<file path="config.mk">
export PLATFORM = sky130hd
export DESIGN_NAME = mt_arbiter
export DESIGN_NICKNAME = d
export VERILOG_FILES = /design/src/rtl/mt_pkg.sv /design/src/rtl/rr_arbiter.sv /design/src/rtl/mt_arbiter.sv
export SDC_FILE = /design/constraint.sdc
export NUM_CORES = 1
export LEC_CHECK = 0
export BUFFER_PORTS_ARGS = -buffer_cell sky130_fd_sc_hd__buf_4
export CORE_ASPECT_RATIO = 1.25
export CORE_UTILIZATION = 40
export CTS_BUF_LIST = sky130_fd_sc_hd__clkbuf_8
export DETAILED_ROUTE_END_ITERATION = 16
export HOLD_SLACK_MARGIN = 0.15
export MAX_ROUTING_LAYER = met4
export PLACE_DENSITY = 0.75
export SYNTH_ARGS = -nofsm -noshare
export SYNTH_HDL_FRONTEND = slang
export SYNTH_SLANG_ARGS = --single-unit
</file>
<file path="constraint.sdc">
create_clock -name clk -period 9.5 [get_ports clk]
set_clock_uncertainty 0.05 [all_clocks]
set_input_delay 1.9 -clock clk [delete_from_list [all_inputs] [get_ports clk]]
set_output_delay 1.9 -clock clk [all_outputs]
set_load 0.01 [all_outputs]
</file>
<file path="src/rtl/mt_pkg.sv">
// Shared types and constants for the Mersenne-Twister request arbiter.
package mt_pkg;

    typedef enum logic [1:0] {
        ST_RESEED,
        ST_FILL,
        ST_ARB,
        ST_SETTLE
    } arb_state_e;

    localparam logic [31:0] MT_DEFAULT_SEED = 32'd5489;
    localparam int          MT_N            = 624;

    // Width of a requester index; never below one bit so NREQ=2 still works.
    function automatic int req_idx_width(input int n);
        return (n <= 2) ? 1 : $clog2(n);
    endfunction

endpackage

</file>
<file path="src/rtl/rr_arbiter.sv">
// Combinational round-robin selector: the first requester at or after ptr
// (wrapping past NREQ-1 back to 0) wins.
module rr_arbiter
    import mt_pkg::*;
#(
    parameter int NREQ = 4
) (
    input  logic [NREQ-1:0]                 req,
    input  logic [req_idx_width(NREQ)-1:0]  ptr,
    output logic [NREQ-1:0]                 winner,
    output logic                            valid
);

    always_comb begin
        int idx;
        winner = '0;
        valid  = 1'b0;
        idx    = 0;
        for (int i = 0; i < NREQ; i++) begin
            idx = int'(ptr) + i;
            if (idx >= NREQ) begin
                idx = idx - NREQ;
            end
            if (!valid && req[idx]) begin
                winner[idx] = 1'b1;
                valid       = 1'b1;
            end
        end
    end

endmodule

</file>
<file path="src/rtl/mt_arbiter.sv">
// Shares one external MT19937 generator among NREQ requesters: reseeds it,
// waits for its table, then hands out one tempered number per grant.
module mt_arbiter
    import mt_pkg::*;
#(
    parameter int NREQ   = 4,
    parameter int SETTLE = 1
) (
    input  logic             clk,
    input  logic             rst,
    input  logic             seed_load,
    input  logic [31:0]      seed_in,
    output logic             seed_busy,
    input  logic [NREQ-1:0]  req,
    output logic [NREQ-1:0]  gnt,
    output logic [31:0]      r_num,
    output logic [31:0]      served_cnt,
    output logic             gen_rst,
    output logic [31:0]      gen_seed,
    output logic             gen_trig,
    input  logic             gen_ready,
    input  logic [31:0]      gen_r_num
);

    localparam int          IW          = req_idx_width(NREQ);
    localparam logic [2:0]  SETTLE_LAST = 3'(SETTLE - 1);

    arb_state_e       state_q, state_d;
    logic [31:0]      seed_q, seed_d;
    logic [IW-1:0]    ptr_q, ptr_d;
    logic [2:0]       cnt_q, cnt_d;
    logic [NREQ-1:0]  gnt_q, gnt_d;
    logic [31:0]      r_num_q, r_num_d;
    logic [31:0]      served_q, served_d;

    logic [NREQ-1:0]  win_oh;
    logic             win_valid;
    logic [IW-1:0]    win_idx;

    rr_arbiter #(
        .NREQ (NREQ)
    ) u_rr (
        .req    (req),
        .ptr    (ptr_q),
        .winner (win_oh),
        .valid  (win_valid)
    );

    always_comb begin
        win_idx = '0;
        for (int i = 0; i < NREQ; i++) begin
            if (win_oh[i]) begin
                win_idx = IW'(i);
            end
        end
    end

    // A reseed request overrides everything, including a grant that would
    // otherwise be issued this cycle.
    always_comb begin
        state_d    = state_q;
        seed_d     = seed_q;
        ptr_d      = ptr_q;
        cnt_d      = cnt_q;
        gnt_d      = '0;
        r_num_d    = '0;
        served_d   = served_q;
        gen_trig   = 1'b0;
        gen_rst    = (state_q == ST_RESEED);
        gen_seed   = seed_q;
        seed_busy  = (state_q == ST_RESEED) || (state_q == ST_FILL);

        if (seed_load) begin
            seed_d   = seed_in;
            served_d = '0;
            state_d  = ST_RESEED;
        end else begin
            case (state_q)
                ST_RESEED: begin
                    state_d = ST_FILL;
                end
                ST_FILL: begin
                    if (gen_ready) begin
                        state_d = ST_ARB;
                    end
                end
                ST_ARB: begin
                    if (gen_ready && win_valid) begin
                        gen_trig = 1'b1;
                        gnt_d    = win_oh;
                        r_num_d  = gen_r_num;
                        ptr_d    = (win_idx == IW'(NREQ - 1)) ? '0 : win_idx + IW'(1);
                        served_d = served_q + 32'd1;
                        cnt_d    = '0;
                        state_d  = ST_SETTLE;
                    end
                end
                ST_SETTLE: begin
                    if (cnt_q == SETTLE_LAST) begin
                        state_d = ST_ARB;
                    end else begin
                        cnt_d = cnt_q + 3'd1;
                    end
                end
                default: begin
                    state_d = ST_RESEED;
                end
            endcase
        end
    end

    always_ff @(posedge clk or posedge rst) begin
        if (rst) begin
            state_q  <= ST_RESEED;
            seed_q   <= MT_DEFAULT_SEED;
            ptr_q    <= '0;
            cnt_q    <= '0;
            gnt_q    <= '0;
            r_num_q  <= '0;
            served_q <= '0;
        end else begin
            state_q  <= state_d;
            seed_q   <= seed_d;
            ptr_q    <= ptr_d;
            cnt_q    <= cnt_d;
            gnt_q    <= gnt_d;
            r_num_q  <= r_num_d;
            served_q <= served_d;
        end
    end

    assign gnt        = gnt_q;
    assign r_num      = r_num_q;
    assign served_cnt = served_q;

endmodule

</file>
==> impl_results.md, run 1 <==
- Vias in the first global route: 3548
- Clk pin slew, worst setup/hold paths: 0.09 ns
- Setup Total Neg Slack: 0 ns
- Post-cts sizing count: 0
- Routed wire length: 10560 um
- Post-CTS Setup Inserts: 0
- Hold Crit Start: gen_seed[15]
- Synth Area per Inst: 11.43 sq um
- P per Cell Area: ~160 mW/mm^2
- Ys flop type: dfrtp_1
- Critical R2R Capture: ptr_q[1]
- Share of layout cells above drive strength 1: between 40% and 50%
- Placer Congestion: 0.8580
- Slew Limit Fails: 0
- Critical-path cell with the highest stage delay: or4_1
- Worst r2r path cells: 7
- Wire per inst: around 15 um
- Ant diodes: 0
- Max VDD drop: around 110 uV
- Initial antenna violation count: 0
- Post-layout minimum cycle time: approximately 5.7 ns
- Layout Nets: 662
- Number of synthesized flops with an enable pin: 0
- Final hold vios: 0
- I/O Pins: 175
- Core Area: ~0.011 sq mm
- Max Root-Sink Buffers: 2
- Outcome: completed
- Final global-route overflow total: 0
- Final Setup Violations: 0
- CP delay by family, top: simple AND/OR/NAND/NOR gates
- CP Max Fanout: 37
- CTS Sinks: 107
- CTS buffer count: 9
- Die X: approximately 99 um
- Post-CTS Hold Fix Bufs: 0
- Worst-margin pin slew: 0.7628 ns
- R2R setup slack: 6.22 ns
- Most common cell after layout, fill and taps aside: buf_4
- Routed Antenna Nets: 0
- FF+latch count, synth: 107
- Initial Util: 41.68%
- Critical setup path kind: in -> out
- DRC: 0
- Drt via density: 5.133
- GR Layer Usage met3: under 10%
- Worst rel slew slack: 49.15%
- Most frequent cells in the layout: 175 x buf_4, 100 x dfrtp_1, 36 x and2_1
- Die area: 0.01216 sq mm
- Crit-path cells: buf_4, or4_1, and4b_1, nand2b_1, inv_2, buf_4
- Hpwl dp: 7763 um
- Fmax: between 0.15 and 0.2 GHz
- Bufs and invs on worst path: 3
- Final period util: 59.66%
- Slowest stage delay, CP: 0.57 ns
- Net count after synthesis: 491
- HP Class: reg -> reg
- Mapped Cells: 410
- WP data required: 7.55 ns
- Total power: 1039 uW
- Clock Latency Late Sink: ~0.35 ns
- Pin count of the biggest net entering global routing: 69
- Levels on crit path: 6
- Area Overhead vs Synth: 34.73%
- Leak pwr: 0.003047 uW
- CP Capture Type: primary output
- 1st-pass router iterations: 4
- Cell Area, Synth: 0.004687 sq mm
- CP arrival: 3.72 ns
- # rows: 43
- Count of input and output buffers: approximately 170
- Setup crit start kind: primary input
- Met1 GRT Util: between 20% and 30%
- Critical Path Most Common Cell: buf_4
- First-pass GRT wire length: 16740 um
- H-tree depth: 3
- Die Ht: 123.0 um
- Hold path depth: 1
- Total track usage: roughly 18%
- Yosys warning count: 0
- Number of library cell types mapped by synthesis: 46
- RSZ-0062 raised after global routing: no
- Maximum Capacitance Violations: 0
- WHS Endpoint: gen_seed[15]
- Vias: 3701
- CTS tree: built
- Met2 GRT Util: approximately 30%
- GRT Max-Usage Layer: met2
- Root Buffer: clkbuf_8
- Register area share after synthesis: 57.31%
- Reg-to-Reg Start: ptr_q[0]
- Number of DRC markers in iteration 0: 145
- Synth async-reset ratio: 100.0%
kinds of logic after synthesis:
kind of cell / share of synthesized area, %
AO/OA/AOI/OAI: 5.312
multiplexers: 9.397
XOR/XNOR: 4.111
buffers and inverters: 2.509
AND/OR/NAND/NOR: 18.95
flip-flops: 57.31
adder cells (fa/ha/maj): 2.403
worst reg2reg max path: cells and delay by family (launching register included):
kind / cells / cell delay, ns
flops: 1 / 0.65
simple gates: 2 / 0.68
buf+inv: 1 / 0.25
mux: 1 / 0.67
fa+ha+maj: 1 / 0.44
compound gates: 2 / 0.41
cell type report:
class | count | area, sq um
clock buffers | 11 | 151.4
clock inverters | 5 | 60.06
fillers | 975 | 4930
inverters | 13 | 51.30
multi-input cells | 275 | 1883
flip-flops and latches | 107 | 2686
well taps | 135 | 168.9
repair buffers | 175 | 1314
power by group:
group	switching (uW)	leakage (uW)	internal (uW)
logic	126	0.00154	115
registers	28.4	0.00140	482
clock network	150	0.000106	137
total	304	0.00305	735
metal layers:
metal,wire length (um),vias up
met4,259,0
li1,-,1763
met5,0,-
met1,4247,1787
met2,5532,132
met3,521,19
registers in the layout, summed over array words and instances, names as in the netlist:
name,cells
gen_seed,32
r_num,32
served_cnt,32
gnt,4
cnt_q,3
ptr_q,2
state_q,2
synthesized netlist by cell type, drive strengths merged, types with 4 or more instances:
library cell,number,area [sq um]
xor2,10,87.58
ha,9,112.6
nand3,12,60.06
inv,13,48.79
and4,6,52.55
xnor2,12,105.1
nor3,13,70.07
mux2,32,360.4
nor2,31,116.4
mux2i,5,57.56
buf,8,42.54
and3,5,31.28
nand2,24,90.09
dfrtp,100,2502
clkbuf,7,26.28
nor4,4,25.02
nand4,12,75.07
and2,36,225.2
o21ai,17,85.08
dfstp,7,183.9
or3,10,62.56
a21oi,13,65.06
per-stage QoR:
step | setup slack, ns | utilization, % | hold slack, ns | area, sq um | std cells
6_report | 3.832 | 56.16 | 0.4656 | 6315 | 721
5_1_grt | 3.693 | 56.16 | 0.4868 | 6315 | 721
4_1_cts | 3.820 | 56.16 | 0.4719 | 6315 | 721
3_5_place_dp | 3.824 | 54.28 | 0.4479 | 6103 | 705
3_3_place_gp | 3.897 | 54.28 | 0.4413 | 6103 | 705
2_1_floorplan | 4.455 | - | 0.4495 | 4687 | 410
how the worst max path moves through the flow:
stage / from / endpoint / slack, ns
3_5_place_dp: req[0] / gen_trig / 3.82
6_report: req[0] / gen_trig / 3.83
2_1_floorplan: req[0] / gen_trig / 4.45
5_1_grt: req[0] / gen_trig / 3.69
3_3_place_gp: req[0] / gen_trig / 3.90
4_1_cts: req[0] / gen_trig / 3.82
No activity file was read; power rests on OpenSTA's default activity.
==> run 2: changes to the inputs <==
clock period = 5.9 ns   (was 9.5 ns; I/O delays follow)
==> impl_results.md, run 2 (synthesis results as in run 1) <==
- Outcome: completed
- Psw: ~480 uW
- Worst-margin pin slew: 0.7511 ns
- Hold Crit Start: gen_seed[31]
- Wire per inst: 14.99 um
- Initial antenna violation count: 0
- Setup crit start kind: primary input
- RSZ-0062 raised after global routing: no
- Reg-to-Reg Start: ptr_q[0]
- CP arrival: 2.97 ns
- Final hold vios: 0
- H-tree depth: 3
- Critical Path Most Common Cell: buf_4
- HP Class: reg -> reg
- Slack of the critical path: 1.699 ns
- Total track usage: 17.77%
- Vias: between 3000 and 4000
- Most common cell after layout, fill and taps aside: buf_4
- Count of input and output buffers: 174
- Setup Total Neg Slack: 0 ns
- CP Max Fanout: 37
- Routed Antenna Nets: 0
- 1st-pass router iterations: 5
- Clock network fraction of design power: 29.0%
- Fmax: approximately 0.24 GHz
- Initial Util: between 40% and 50%
- Final global-route overflow total: 0
- Crit path from: req[0]
- Critical-path cell with the highest stage delay: or4_1
- Net Sw Frac: 28.22%
- Slowest stage delay, CP: 0.56 ns
- Final Setup Violations: 0
- Critical setup path kind: in -> out
- Drt via density: ~5.2
- Most frequent cells in the layout: 175 x buf_4, 100 x dfrtp_1, 36 x and2_1
- Share of layout cells above drive strength 1: 40.51%
- Die area: 0.01216 sq mm
- Pin count of the biggest net entering global routing: between 60 and 70
- Pre-CTS WS: approximately 1.7 ns
- Clock Latency Late Sink: 0.36 ns
- Final period util: 71.20%
- Post-CTS Setup Inserts: 0
- Die X: approximately 99 um
- Seq pwr share: about half
- P per Cell Area: 269.0 mW/mm^2
- WHS Endpoint: gen_seed[31]
- CTS Sinks: around 110
- Worst rel slew slack: 49.92%
- CTS buffer count: 9
- Die Ht: roughly 120 um
- Crit-path cells: buf_4, or4_1, and4b_1, nand2b_1, inv_2, buf_4
- WP data required: 4.67 ns
- CTS tree: built
- Combinational power share: between 20% and 30%
- Post-cts sizing count: 0
- Layout Nets: 662
- Placer Congestion: 0.8473
- Worst r2r path cells: 7
- Critical R2R Capture: ptr_q[1]
- # rows: 43
- R2R setup slack: 2.69 ns
- Max VDD drop: 149.8 uV
- Hpwl dp: 7976 um
- Routed wire length: 10800 um
- Vias in the first global route: 3467
- Clk pin slew, worst setup/hold paths: 0.10 ns
- Leak pwr: 0.003056 uW
- Root Buffer: clkbuf_8
- I/O Pins: 175
- Core Area: 0.01124 sq mm
- Area Overhead vs Synth: 35.02%
- Number of DRC markers in iteration 0: ~180
- Slew Limit Fails: 0
- Post-CTS Hold Fix Bufs: 0
- Max Root-Sink Buffers: 2
- Hold path depth: 1
- Ant diodes: 0
- First-pass GRT wire length: 16610 um
- CP Capture Type: primary output
- P_int: approximately 1200 uW
- Util after Layout: a little under three fifths
- Post-layout minimum cycle time: 4.201 ns
- DRC: 0
- Maximum Capacitance Violations: 0
## run 2: cell types whose count changed in the layout (fill, tap and decap cells not counted)
cell,change
bufinv_16,+1
clkinvlp_4,-1
inv_6,-1
## run 2: stage by stage
| stage | cell area, sq um | power (uW) | hold WS [ns] | std cells |
|---|---|---|---|---|
| global route | 6329 | 1790 | 0.4824 | 720 |
| CTS | 6329 | 1714 | 0.4681 | 720 |
| finish | 6329 | 1703 | 0.4678 | 720 |
| global placement | 6103 | 1205 | 0.4401 | 705 |
| floorplan | 4687 | 1094 | 0.4495 | 410 |
| detailed placement | 6103 | 1221 | 0.4471 | 705 |
## run 2: routing by layer
metal  vias to the layer above  wire length [um]  part of all wire (%)  global-route usage (%)
met5                         -                 0                     0                       -
li1                       1757                 -                     -                       -
met3                        18               529                   4.9                   3.561
met1                      1832              4318                    40                   20.60
met2                       136              5753                    53                   30.68
met4                         0               193                   1.8                   6.530
## run 2: area by class of cell
cell class / count / area [sq um]
Tap cell: 135 / 168.9
Clock buffer: 11 / 151.4
Timing Repair Buffer: 175 / 1314
Clock inverter: 4 / 73.82
Fill cell: 986 / 4916
Inverter: 13 / 51.30
Multi-Input combinational cell: 275 / 1883
Sequential cell: 107 / 2686
## run 2: how the worst max path moves through the flow
stage | end | slack [ns] | depth (start not counted)
3_3_place_gp | gen_trig | 1.74 | 6
2_1_floorplan | cnt_q[0] | 1.86 | 1
5_1_grt | gen_trig | 1.53 | 6
6_report | gen_trig | 1.70 | 6
4_1_cts | gen_trig | 1.70 | 6
3_5_place_dp | gen_trig | 1.71 | 6
## run 2: critical path: cells and delay by family
kind	cells	cell delay (ns)
buf+inv	3	0.60
simple gates	3	1.19
## run 2: power by group through the flow
stage | sequential, uW | clock (uW) | combinational (uW)
after CTS | 823 | 507 | 385
after global routing | 829 | 535 | 427
final | 823 | 494 | 386
after detailed placement | 838 | 0 | 384
after floorplan | 827 | 0 | 267
after global placement | 834 | 0 | 371
